### src/rtl/mult_seq_ctrl.sv
// mult_seq_ctrl: sequencing controller for a shift-add multiplier datapath
module mult_seq_ctrl #(
  parameter int WIDTH = 32,
  parameter int CNT_W = 6
) (
  input  logic             clk,
  input  logic             reset,
  input  logic             start,
  input  logic             p0,
  input  logic             result_ack,
  output logic             load,
  output logic             add,
  output logic             write,
  output logic             sr,
  output logic             busy,
  output logic             done,
  output logic [CNT_W-1:0] iter
);
  localparam logic [2:0] IDLE  = 3'd0;
  localparam logic [2:0] LOAD  = 3'd1;
  localparam logic [2:0] TEST  = 3'd2;
  localparam logic [2:0] ADD   = 3'd3;
  localparam logic [2:0] SHIFT = 3'd4;
  localparam logic [2:0] DONE  = 3'd5;
  logic [2:0] state, state_nxt;
  logic       last;
  assign last = iter == CNT_W'(WIDTH - 1);
  // next-state selection; start and result_ack only matter in IDLE/DONE, p0 only in TEST
  always_comb begin
    state_nxt = state;
    case (state)
      IDLE:    state_nxt = start ? LOAD : IDLE;
      LOAD:    state_nxt = TEST;
      TEST:    state_nxt = p0 ? ADD : SHIFT;
      ADD:     state_nxt = SHIFT;
      SHIFT:   state_nxt = last ? DONE : TEST;
      DONE:    state_nxt = !result_ack ? DONE : (start ? LOAD : IDLE);
      default: state_nxt = IDLE;
    endcase
  end
  // state register and iteration counter, cleared on entry to LOAD so iter reads 0 while loading
  always_ff @(posedge clk) begin
    if (reset) begin
      state <= IDLE;
      iter  <= '0;
    end else begin
      state <= state_nxt;
      if (state_nxt == LOAD) iter <= '0;
      else if (state == SHIFT && !last) iter <= iter + 1'b1;
    end
  end
  assign load  = state == LOAD;
  assign add   = state == ADD;
  assign write = state == ADD;
  assign sr    = state == SHIFT;
  assign done  = state == DONE;
  assign busy  = !(state == IDLE || state == DONE);
endmodule

### config.mk
export PLATFORM = sky130hd
export DESIGN_NAME = mult_seq_ctrl
export DESIGN_NICKNAME = d
export VERILOG_FILES = /design/src/rtl/mult_seq_ctrl.sv
export SDC_FILE = /design/constraint.sdc
export NUM_CORES = 1
export LEC_CHECK = 0
export ABC_AREA = 1
export CAP_MARGIN = 0
export CORE_AREA = 2 2 41 43
export DETAILED_ROUTE_END_ITERATION = 8
export DIE_AREA = 0 0 43 45
export PLACE_DENSITY_LB_ADDON = 0.15
export SLEW_MARGIN = 10
export SYNTH_ARGS = -nofsm -noshare
export SYNTH_HDL_FRONTEND = slang
export SYNTH_SLANG_ARGS = --single-unit
### constraint.sdc
create_clock -name clk -period 1.3 [get_ports clk]
set_input_delay 0.195 -clock clk [delete_from_list [all_inputs] [get_ports clk]]
set_output_delay 0.195 -clock clk [all_outputs]
set_load 0.01 [all_outputs]
# Yosys cells after proc, flatten, opt, wreduce, memory -nomap -nowiden
# Cells that the tools add are included.
dict set report totals {
  regBits 9
}
dict set report classes {
  addsub 1
  n_eq_ne 7
  n_mux 5
  n_reduce_logical 6
}
# cell n
set op_table {}
lappend op_table {{$pmux W3 S6} 1}
lappend op_table {{$mux W3} 3}
lappend op_table {{$add A6 B1 Y6 const B} 1}
lappend op_table {{$eq A3 B1 Y1 const B} 2}
lappend op_table {{$eq A3 B2 Y1 const B} 2}
lappend op_table {{$eq A3 B3 Y1 const B} 2}
lappend op_table {{$eq A6 B5 Y1 const B} 1}
lappend op_table {{$logic_not A3 Y1} 1}
lappend op_table {{$logic_not A1 Y1} 2}
lappend op_table {{$reduce_or A2 Y1} 1}
lappend op_table {{$logic_and A1 B1 Y1} 1}
lappend op_table {{$logic_or A1 B1 Y1} 1}
lappend op_table {{$mux W1} 1}

# Longest topological paths before layout
# Gate-level depths: netlist (run 1).
dict set report depth {
  word_depth 5
  ltp_mapped 10
  depth_no_buf 10
}

# Least setup slack after synthesis (run 1)
# No wires, ideal clock.
dict set report synth_timing {
  path_type {reg2reg}
  start {reg iter[0]}
  end {reg iter[3]}
  setup_time_ns 0.116
  arrival_time_ns 1.289
  t_required_ns 1.184
  slack_ns -0.105
  stages_incl_launch_ff 9
  path_buffers 0
  period_less_slack_ns 1.405
  path_cell_list {dfxtp_1 > ha_1 > nand3_1 > nor2_1 > nor2_2 > nor2_1 > nand3_2 > nand2_4 > nor2_1}
}
dict set report synth_via {
  elab_chain_cells 5
}
# item line_no
set synth_lines {}
lappend synth_lines {{from (decl)} 17} ;# output logic [CNT_W-1:0] iter
lappend synth_lines {{from (signal assigned)} 49} ;# else if (state == SHIFT && !last) iter <= iter + 1'b1;
lappend synth_lines {{$eq A6 B5 Y1} 27} ;# assign last = iter == CNT_W'(WIDTH - 1);
lappend synth_lines {{$mux W3} 36} ;# SHIFT: state_nxt = last ? DONE : TEST;
lappend synth_lines {{$pmux W3 S6} 31} ;# case (state)
lappend synth_lines {{$eq A3 B1 Y1} 48} ;# if (state_nxt == LOAD) iter <= '0;
lappend synth_lines {{$reduce_or A2 Y1 (no source line)} n/a}
# Parallel ways exist; a longest one is shown, timed or not.
# A chain may end at the register's enable or synchronous reset.

# Worst setup path in the final report (run 1)
dict set report layout_timing {
  start {reg state[0]}
  end {reg iter[2]}
}
dict set report layout_via {
  elab_chain_cells 4
}
# item line_no
set layout_lines {}
lappend layout_lines {{from (decl)} 25} ;# logic [2:0] state, state_nxt;
lappend layout_lines {{from (signal assigned)} 47} ;# state <= state_nxt;
lappend layout_lines {{$eq A3 B3 Y1, or another cell as far along} 31}
lappend layout_lines {{$pmux W3 S6} 31}
lappend layout_lines {{$eq A3 B1 Y1} 48}
lappend layout_lines {{$reduce_or A2 Y1 (no source line)} n/a}
# Parallel ways exist; a longest one is shown, timed or not.

==> out/qor.txt, run 1 <==
Combinational Power Share = 26.9%
Skew final = 0.002521 ns
Final GP Congestion = 0.7969
Power share of the clock group = 30.6%
Grt ovf = 0
Seq pwr share = 42.5%
Post-route ant nets = 0
RSZ-0062 raised after global routing = yes
Synth Cell Area = 551.8 µm²
Peak VDD IR = 0.5016 mV
Synth-to-layout area growth = 67.57%
TritonCTS clock tree = done
PD cells = 758.8 nW/µm²
Setup TNS = 0 ns
Internal power = 0.4992 mW
Period utilisation layout = 98.95%
Port Buf Inserts = 16
Post-DP HPWL = 953.5 µm
Vias post-DR = 587
CP Launch Type = flip-flop
Peak fanout along the critical path = 6
Sw frac = 28.85%
Number of global-route vias before repair = 503
CTS Hold Buffers Added = 0
Die Y = 45 µm
Commonest cells after routing, fill and taps aside = 17 x nand2_1, 11 x inv_1, 10 x nor2_1, 10 x buf_4, 7 x nor2_4
Num CTS Buffers = 3
# IOs = 17
Top Family by Delay on Critical Path = simple AND/OR/NAND/NOR gates
Full die area = 1935 µm²
Max Cap Violations = 0
Leakage = 0.4687 nW
CP Cell Sequence = buf_4 -> o21ai_0 -> nand2_1 -> nor2_2 -> nand3_2 -> nand2_4 -> nor2_1
#FFs+latches synth = 9
Insertion delay to the later sink of the worst-skew pair = 0.26 ns
DR WL/cell = 9.634 µm
CTS Sinks = 9
Slew margin rel. = 84.53%
Worst EP required = 1.45 ns
Final Hold Fails = 0
First-pass GRT wire length = 2028 µm
WP buf/inv = 1
Critical Path Sink Type = flip-flop
Mapped Nets = 89
Starting DRT DRC Count = 10
Slowest CP cell = dfxtp_4
Commonest non-fill, non-tap cell in the layout = nand2_1
Final cell count without fillers = 131
Status = finished clean
# rows = 14
Synth cell types = 20
NetSw = 0.2024 mW
Fin crit period = 1.286 ns
Setup violators final = 0
Pins Over Slew Limit = 0
# diodes = 0
Syn Inst Count = 83
Cell total after placement = 126
WP data arrival = 1.44 ns
Worst setup path class = reg -> reg
Antenna violations before repair = 0
DR pass1 iterations = 4
# DRC = 0
Average vias per placed instance = 4.481
CTS max path bufs = 2
Number of H-tree levels = 1
Share of layout cells above drive strength 1 = 44.35%
Hold Crit Class = in -> reg
Die width = 43 µm
Final nets = 122
Final hold slack = 0.5570 ns
Synth Area per Inst = 6.648 µm²
Total GRT Usage = 14.27%
Maximum clock frequency = 777.4 MHz
Initial core utilization = 37.50%
Worst stage delay on the critical path = 0.37 ns
Post-synthesis sequential area ratio = 32.65%
WL final = 1262 µm
Core Box Area = 1471 µm²
Yosys warns = 0
Worst-Margin Slew = 0.2317 ns
Largest net degree at the start of global routing = 7
CTS Root Cell = clkbuf_4
Reg clk slew, reported paths = 0.06 ns
## final timing paths
check	start	endpoint	slack [ns]	depth (start not counted)
hold / removal	reset	state[0]	0.56	2
setup reg to reg	state[0]	iter[2]	0.01	7
hold reg to reg	iter[5]	iter[5]	0.57	3
setup / recovery	state[0]	iter[2]	0.01	7
## area by class of cell
type | instances | area [µm²]
fillers | 149 | 546.8
multi-input cells | 59 | 395.4
repair buffers | 29 | 237.7
flip-flops and latches | 9 | 192.7
inverters | 14 | 52.55
clock buffers | 4 | 26.28
well taps | 16 | 20.02
## timing repair
action,CTS,global route
hold endpoints to repair,0,0
pin swaps,8,8
endpoints found under the setup margin,18,10
setup buffers,1,0
gates resized for setup,41,15
## through the flow
stage	instance area (µm²)	worst slack (ns)	power, mW	utilization, %
4_1_cts	893.4	-0.03327	0.6901	60.71
6_report	924.6	0.01359	0.7016	62.84
5_1_grt	924.6	-0.04897	0.7539	62.84
3_3_place_gp	822.0	-0.1441	0.4636	55.87
3_5_place_dp	822.0	-0.1399	0.4642	55.87
2_1_floorplan	559.3	0.02988	0.3827	-
## logic make-up (layout without fill, tap and decap cells)
group | after synthesis | after routing | share of synthesized area (%)
buf+inv | 15 | 47 | 10.88
xor+xnor | 4 | 4 | 6.350
flops | 9 | 9 | 32.65
simple gates | 51 | 51 | 44.90
compound gates | 3 | 3 | 2.947
fa+ha+maj | 1 | 1 | 2.267
## per-layer routing
layer / global-route usage, % / wire length, µm
met5: 0 / 0
met4: 8.485 / 9
met3: 4.000 / 46
met2: 19.09 / 558
met1: 20.30 / 647
## state kept, by name, summed over array words and instances, names as in the netlist
name / cells
iter: 6
state: 3
## cells in the mapped netlist
cell type / instances / area share (%)
inv_2: 1 / 0.68
dfxtp_1: 9 / 33
xor2_1: 3 / 4.8
buf_4: 1 / 1.4
nor2_4: 1 / 2.0
xnor2_1: 1 / 1.6
ha_1: 1 / 2.3
a21oi_1: 1 / 0.91
nand3_2: 1 / 1.8
nor2_2: 4 / 4.5
nand2_4: 2 / 4.1
o21ai_0: 1 / 0.91
nand3_1: 6 / 5.4
nor2_1: 14 / 9.5
nand2_2: 2 / 2.3
inv_1: 13 / 8.8
nand2_1: 19 / 13
nand4_1: 1 / 1.1
a31oi_1: 1 / 1.1
or2_2: 1 / 1.1
## worst register-to-register path, stage by stage (launching register included)
cell     delay (ns)
dfxtp_4        0.37
buf_4          0.14
o21ai_0        0.18
nand2_1        0.10
nor2_2         0.15
nand3_2        0.10
nand2_4        0.10
nor2_1         0.04
## power by group through the flow
stage          registers [mW]  clock network (mW)  logic (mW)
2_1_floorplan           0.300                   0      0.0830
3_3_place_gp            0.300                   0       0.164
3_5_place_dp            0.299                   0       0.165
4_1_cts                 0.297               0.225       0.168
5_1_grt                 0.300               0.247       0.207
6_report                0.298               0.215       0.189
(Power assumes the default switching activity.)
==> run 2, diff against run 1 <==
--- a/config.mk
+++ b/config.mk
@@ -8,10 +8,12 @@
 export ABC_AREA = 1
 export CAP_MARGIN = 0
 export CORE_AREA = 2 2 41 43
+export CTS_CLUSTER_SIZE = 16
 export DETAILED_ROUTE_END_ITERATION = 8
 export DIE_AREA = 0 0 43 45
+export GPL_TIMING_DRIVEN = 0
 export PLACE_DENSITY_LB_ADDON = 0.15
-export SLEW_MARGIN = 10
+export SLEW_MARGIN = 20
 export SYNTH_ARGS = -nofsm -noshare
 export SYNTH_HDL_FRONTEND = slang
 export SYNTH_SLANG_ARGS = --single-unit
==> run 2 against run 1 <==
Compared with the run above:
- clock power is essentially flat
- hold slack lost 0.00054 ns
- count of clock-buffer cells in the layout is the same
- first-iteration DRC count shrank 80%
- critical endpoint unchanged
- sequential share of layout area grew 0.55 points
- global-route usage grew 0.64 points
- the run now ends with negative setup slack left
- clock skew grew 0.0013 ns
- utilization shrank 0.43 points
- design area shrank 0.68%
- sequential power shrank 1%
- worst setup slack lost 0.045 ns
==> out/qor.txt, run 2 (synthesis gave the netlist of run 1 again) <==
Status = finished, violations left
Failing checks = negative setup slack
# diodes = 0
Max FFs per register = 6
Peak fanout along the critical path = 6
Final WS setup = -0.03145 ns
Number of global-route vias before repair = 520
Reg2reg end = iter[2]
Layout fillers = 142
Largest regs = iter: 6 flops, state: 3 flops
RSZ-0062 raised after global routing = yes
Share of layout cells above drive strength 1 = 48.25%
PD cells = 740.3 nW/µm²
Final instance area = 918.4 µm²
Insertion delay to the later sink of the worst-skew pair = 0.26 ns
Register area = 196.4 µm²
Average vias per placed instance = 4.577
Post-DP HPWL = 856.1 µm
Peak VDD IR = 0.4353 mV
Total GRT Usage = 14.91%
WL final = 1381 µm
Reg-to-Reg Start = iter[1]
R2r setup slk = -0.03 ns
Commonest non-fill, non-tap cell in the layout = nand2_1
DR pass1 iterations = 2
Final cell count without fillers = 130
CTS Root Cell = clkbuf_4
Hold Crit Class = in -> reg
Starting DRT DRC Count = 2
Number of H-tree levels = 1
Max Cap Violations = 0
Critical Path Sink Type = flip-flop
Setup violators final = 7
Grt ovf = 0
CTS max path bufs = 2
Vias post-DR = 595
Dpl cell area = 739.5 µm²
WP data arrival = 1.48 ns
Reg clk slew, reported paths = 0.06 ns
Die width = 43 µm
CTS Hold Buffers Added = 0
Core Box Area = 1471 µm²
Worst r2r path cells = 10
Fin crit period = 1.331 ns
Largest net degree at the start of global routing = 7
Antenna violations before repair = 0
Die Y = 45 µm
CTS Sinks = 9
Maximum clock frequency = 751.1 MHz
Initial core utilization = 37.50%
Final nets = 121
Period utilisation layout = 102.4%
CP Launch Type = flip-flop
Final hold slack = 0.5564 ns
Slew margin rel. = 89.15%
Final GP Congestion = 0.7829
Skew final = 0.003867 ns
# DRC = 0
Num CTS Buffers = 3
Commonest cells after routing, fill and taps aside = 15 x nand2_1, 10 x nor2_1, 10 x inv_1, 10 x buf_4, 6 x dlygate4sd2_1
Leakage = 0.4631 nW
Pins Over Slew Limit = 0
Hold path endpoint = state[0]
DR WL/cell = 10.62 µm
Worst EP required = 1.45 ns
Port Buf Inserts = 16
Full die area = 1935 µm²
# rows = 14
Hold Crit Depth = 2
Multi-input logic area = 390.4 µm²
Worst-Margin Slew = 0.1621 ns
Cell total after placement = 115
Post-route ant nets = 0
First-pass GRT wire length = 2056 µm
# IOs = 17
Biggest register = iter
Worst setup path class = reg -> reg
TritonCTS clock tree = done
Synth-to-layout area growth = 66.44%
Hold_sp = reset
Final Hold Fails = 0
-- run 2: worst max path at each step --
stage	slack, ns	endpoint	startpoint	depth (start not counted)
2_1_floorplan	0.03	iter[0]	iter[0]	8
3_3_place_gp	-0.15	iter[0]	result_ack	8
6_report	-0.03	iter[2]	iter[1]	10
5_1_grt	-0.14	iter[5]	state[0]	11
4_1_cts	-0.02	iter[5]	state[0]	11
3_5_place_dp	-0.16	iter[2]	result_ack	8
-- run 2: worst max-delay path: stages, from the launching register on --
cell and delay (ns):
dfxtp_4 0.35, ha_4 0.17, nand3_4 0.08, nor2_4 0.05, buf_6 0.11, nand2_4 0.06
inv_2 0.04, nor2_4 0.10, nand3_2 0.09, nand2_4 0.10, nor2_1 0.05
-- run 2: cell type report --
| type | count | share of cell area, % |
|---|---|---|
| timing repair buffer | 27 | 24.52 |
| clock buffer | 4 | 2.861 |
| multi-input combinational | 59 | 42.51 |
| buffer | 1 | 0.8174 |
| inverter | 14 | 5.722 |
| sequential | 9 | 21.39 |
| tap | 16 | 2.180 |
-- run 2: per-layer routing --
layer,GRT usage (%),vias to the layer above,wire length [µm]
met5,0,-,0
met4,5.455,0,10
met3,7.200,2,66
met2,26.06,11,735
met1,15.72,266,569
li1,-,316,-
-- run 2: power by group --
group          total, mW  switching [mW]  internal (mW)
logic              0.172          0.0880         0.0845
clock network      0.214          0.0955          0.118
registers          0.294          0.0108          0.283
total              0.680           0.194          0.486
-- run 2: repair_timing --
action	CTS	global route
gates cloned	0	0
pin swaps	3	9
setup endpoints to repair	18	11
gates resized for setup	43	16
buffers inserted	7	4
-- run 2: stage by stage --
step           utilization, %  setup WS, ns  setup TNS (ns)  power [mW]
4_1_cts                 57.74      -0.02010        -0.06437      0.6766
6_report                62.42      -0.03145         -0.1445      0.6799
3_5_place_dp            50.26       -0.1576          -1.533      0.4358
5_1_grt                 62.42       -0.1429         -0.7216      0.7211
2_1_floorplan               -       0.02988               0      0.3827
3_3_place_gp            50.26       -0.1503          -1.514      0.4350
==> run 3, diff against run 2 <==
--- a/config.mk
+++ b/config.mk
@@ -17,3 +17,4 @@
 export SYNTH_ARGS = -nofsm -noshare
 export SYNTH_HDL_FRONTEND = slang
 export SYNTH_SLANG_ARGS = --single-unit
+export TNS_END_PERCENT = 10
==> run 3 against run 2 <==
Compared with the run above:
- the flow still finishes with violations (negative setup slack)
- via count is 7.9% lower
- utilization is 4.7 points lower
- sequential power hardly changed
- power is 3.5% lower
- final cell count is 5.4% lower
- hold slack worse by 0.0065 ns
- critical endpoint is now sr
- largest cell class unchanged
- highest routed layer unchanged
==> out/qor.txt, run 3 (synthesis gave the netlist of run 1 again) <==
DR pass1 iterations = 4
CP startpoint = state[0]
Post-layout util = 57.74%
Average vias per placed instance = 4.455
Core Box Area = 1471 µm²
CTS Root Cell = clkbuf_4
Max FFs per register = 6
Worst setup path class = reg -> out
Insertion delay to the later sink of the worst-skew pair = 0.26 ns
DR WL/cell = 9.724 µm
# rows = 14
Die Y = 45 µm
PD cells = 772.6 nW/µm²
Number of global-route vias before repair = 477
Hold Crit Class = in -> reg
Reg-to-Reg Start = iter[0]
Post-DP HPWL = 856.1 µm
Biggest register = iter
Num CTS Buffers = 3
Grt ovf = 0
Largest net degree at the start of global routing = 7
Max Cap Violations = 0
Critical Path Sink Type = output port
WL final = 1196 µm
Port Buf Inserts = 16
Setup violators final = 1
Leakage = 0.4139 nW
Antenna violations before repair = 0
Routing usage on met3 = 7.200%
Final hold slack = 0.5499 ns
# IOs = 17
Initial core utilization = 37.50%
CTS Hold Buffers Added = 0
CTS max path bufs = 2
Peak VDD IR = 0.4843 mV
WP data arrival = 1.12 ns
Starting DRT DRC Count = 2
Share of layout cells above drive strength 1 = 39.25%
Worst-Margin Slew = 0.1501 ns
Met2 usage = 22.73%
Post-route ant nets = 0
Commonest cells after routing, fill and taps aside = 17 x nand2_1, 11 x nor2_1, 11 x inv_1, 6 x dlygate4sd2_1
Failing checks = negative setup slack
Vias post-DR = 548
TritonCTS clock tree = done
Maximum clock frequency = 761.8 MHz
# DRC = 0
RSZ-0062 raised after global routing = yes
Post-Place Worst Slack = -0.1576 ns
Reg clk slew, reported paths = 0.06 ns
Status = finished, violations left
Pins Over Slew Limit = 0
Final GP Congestion = 0.7829
Period utilisation layout = 101.0%
CTS Sinks = 9
First-pass GRT wire length = 1918 µm
Fin crit period = 1.313 ns
Full die area = 1935 µm²
Skew final = 0.003612 ns
Final Hold Fails = 0
Final WS setup = -0.01274 ns
Met1 Use GR = 15.69%
Final nets = 114
Largest regs = iter: 6 flops, state: 3 flops
Slew margin rel. = 89.97%
Layer with the highest usage = met2
Worst EP required = 1.11 ns
Peak fanout along the critical path = 4
Synth-to-layout area growth = 53.97%
Hold_sp = reset
# diodes = 0
Commonest non-fill, non-tap cell in the layout = nand2_1
Die width = 43 µm
Total GRT Usage = 13.97%
CP Launch Type = flip-flop
Number of H-tree levels = 1
run 3: changes by cell type in the layout (fill, tap and decap cells not counted), sizes merged:
cell	previous run	this run
buf	16	9
run 3: worst paths after layout:
path | to | slack [ns] | cells past startpoint
max | sr | -0.01 | 5
min | state[2] | 0.55 | 2
max reg2reg | iter[0] | 0 | 8
min reg2reg | iter[0] | 0.56 | 2
run 3: critical path: stages, from the launching register on:
cell and delay [ns]:
dfxtp_4 0.35, buf_6 0.12, nor2_4 0.12, nand2_4 0.08, inv_4 0.08, buf_6 0.10
run 3: area by class of cell:
cell class	count	area (µm²)
buffer	1	7.507
clock buffer	4	26.28
fill	153	621.8
inverter	14	55.05
multi-input combinational	59	374.1
sequential	9	201.4
tap	16	20.02
timing repair buffer	20	165.2
run 3: per-stage QoR:
stage	cells	instance area, µm²	power [mW]	setup TNS, ns
6_report	123	849.6	0.6564	-0.01274
5_1_grt	123	849.6	0.6960	-0.5113
4_1_cts	121	788.3	0.6564	-0.1100
3_5_place_dp	115	739.5	0.4358	-1.533
3_3_place_gp	115	739.5	0.4350	-1.514
2_1_floorplan	83	559.3	0.3827	0
run 3: report_power, final:
group / switching (mW) / total (mW) / internal (mW)
combinational: 0.0801 / 0.148 / 0.0679
clock: 0.0981 / 0.216 / 0.118
sequential: 0.0120 / 0.292 / 0.280
total: 0.190 / 0.656 / 0.466
run 3: layer usage:
| layer | part of all wire (%) | up-vias |
|---|---|---|
| li1 | - | 301 |
| met1 | 45 | 235 |
| met2 | 48 | 10 |
| met3 | 5.9 | 2 |
| met4 | 0.84 | 0 |
| met5 | 0 | - |
run 3: what timing repair did:
item | in CTS | in global routing
pin swaps | 1 | 12
setup endpoints to repair | 18 | 11
resized for setup | 37 | 16
setup buffers | 2 | 2
==> edit (flow settings as in run 1) <==
Change the parameter `CNT_W` from 6 to 7.
--- a/src/rtl/mult_seq_ctrl.sv
+++ b/src/rtl/mult_seq_ctrl.sv
@@ -2,5 +2,5 @@
 module mult_seq_ctrl #(
   parameter int WIDTH = 32,
-  parameter int CNT_W = 6
+  parameter int CNT_W = 7
 ) (
   input  logic             clk,
Ports: changed (resized iter); port bits go from 17 to 18. No check against the original RTL was run, so the function may have changed too.
==> edit against run 1 <==
The flow now finishes with violations (setup timing); wire length rose by 39%; power rose by 20%; largest cell class unchanged; area after synthesis rose by 22%; worst setup slack got worse by 0.10 ns; synthesized cell count rose by 19%; count of clock-buffer cells in the layout did not move; sequential cell count rose by 1; via count rose by 22%; final area rose by 20%; combinational power rose by 20%.
==> edit: results (changes against run 1) <==
Detailed routing
  • WL final: 1748 µm (+39%)
  • DR vias/cell: 4.643 (+3.6%)
  • Starting DRT DRC Count: 11 (+1)

Synthesis
  • Post-synthesis sequential area ratio: 29.68% (-3.0 points)
  • Top cells by area, synth: dfxtp_1, nand2_1, nor2_4
  • Mapped Nets: 105 (+18%)
  • Syn. warnings: 0 (unchanged)
  • Synth cell count leaders: nand2_1, inv_1, nor2_1, dfxtp_1, nor2_2
  • Most common flop cell mapped by yosys: dfxtp_1

Placed design
  • GP Congestion: 0.7939 (-0.38%)
  • Number of port buffers: 17 (+1)
  • Placed cell area: 962.2 µm² (+17%)
  • Hpwl dp: 1120 µm (+17%)

Finish
  • # diodes: 0 (unchanged)
  • Proportion of layout cells with a drive suffix above 1: 51.45% (+7.1 points)
  • FILL cells: 116 (-22%)
  • Nets: 145 (+19%)
  • Biggest regs: iter (7), state (3)

Setup path
  • Worst path arrival time: 1.55 ns (+0.11 ns)
  • Max incr delay on CP: 0.37 ns (about the same)
  • CP dominant cell by count: nor2_2
  • Max FO, Critical Path: 7 (+1)

Global route
  • Largest net degree at the start of global routing: 8 (+1)
  • Vias in the first global route: 701 (+39%)
  • Met2 Use GR: 37.88% (+19 points)
  • Global router's overall resource usage: 20.57% (+6.3 points)
  • Met3 Track Usage GR: 2.400% (-1.6 points)
  • Global-route wire length before repair: 2932 µm (+45%)
  • Initial antenna violation count: 0 (unchanged)
  • Met1 GRT Util: 23.40% (+3.1 points)

Pwr
  • Cell-internal power: 595.0 µW (+19%)
  • Peak VDD IR: 0.7142 mV (+42%)
  • Leakage power: 0.5116 nW (+9.2%)

CTS
  • Worst skew pair latency: 0.27 ns
  • H-tree levels: 1 (unchanged)
  • Total CTS buffers: 3 (unchanged)
  • Clock buffer depth: 2 (unchanged)

STA
  • Worst-margin pin slew: 0.2686 ns (+0.03696 ns)
  • Setup_tns: -0.6282 ns (-0.6282 ns)
  • Final Skew: 0.001418 ns (-0.001103 ns)
  • Final setup fails: 9 (+9)
  • Final setup margin: -0.08800 ns (-0.1016 ns)

Status
  • Failing checks: setup timing
  • Status: finished, violations left
==> edit: cell families (layout without fill, tap and decap cells) <==
logic type | Yosys count | count (layout) | synth area share [%]
DFF | 10 | 10 | 29.68
adders and majority gates | 1 | 1 | 1.855
and+or+nand+nor | 58 | 58 | 47.12
AOI/OAI and AO/OA | 6 | 6 | 4.451
buffers and inverters | 20 | 59 | 11.69
xor gates and xnor gates | 4 | 4 | 5.196
==> edit: what timing repair did <==
item,CTS,global route
gates resized for setup,42,19
pin swaps,8,9
setup buffers,5,2
gates cloned,0,0
endpoints found under the setup margin,20,14
==> edit: critical path: cells and delay by family (launching register included) <==
family / cells / cell delay, ns
buf+inv: 1 / 0.14
flops: 1 / 0.37
simple gates: 5 / 0.53
compound gates: 1 / 0.23
==> edit: stage by stage <==
stage / worst slack, ns / total power [mW] / instances
floorplan: 0.005946 / 0.4373 / 99
global placement: -0.1884 / 0.5079 / 143
detailed placement: -0.2123 / 0.5112 / 143
CTS: -0.03368 / 0.8089 / 152
global route: -0.2323 / 0.8798 / 154
finish: -0.08800 / 0.8412 / 154
==> edit: final timing paths <==
kind	startpoint	slack, ns	end	cells after the start
worst max-delay path	state[0]	-0.09	iter[0]	7
worst min-delay path	reset	0.51	state[2]	2
worst max register to register	state[0]	-0.09	iter[0]	7
worst min register to register	iter[3]	0.58	iter[3]	4
==> edit: layout make-up <==
class / instances / area, µm² / share of cell area [%]
Timing Repair Buffer: 36 / 291.5 / 26.21
Multi-Input combinational cell: 69 / 467.9 / 42.07
Sequential cell: 10 / 217.7 / 19.57
Clock buffer: 4 / 36.28 / 3.262
Tap cell: 16 / 20.02 / 1.800
Inverter: 19 / 78.83 / 7.087
==> edit: power by group through the flow <==
stage | registers [mW] | clock network [mW] | logic, mW
after CTS | 0.329 | 0.290 | 0.190
after global routing | 0.332 | 0.304 | 0.244
after global placement | 0.334 | 0 | 0.174
final | 0.330 | 0.285 | 0.226
after detailed placement | 0.334 | 0 | 0.177
after floorplan | 0.334 | 0 | 0.104
==> edit: per-layer routing <==
| metal | share of wire [%] | up-vias | wire [µm] |
|---|---|---|---|
| li1 | - | 376 | - |
| met1 | 38 | 316 | 658 |
| met2 | 56 | 18 | 978 |
| met3 | 4.1 | 5 | 71 |
| met4 | 2.2 | 0 | 39 |
| met5 | 0 | - | 0 |
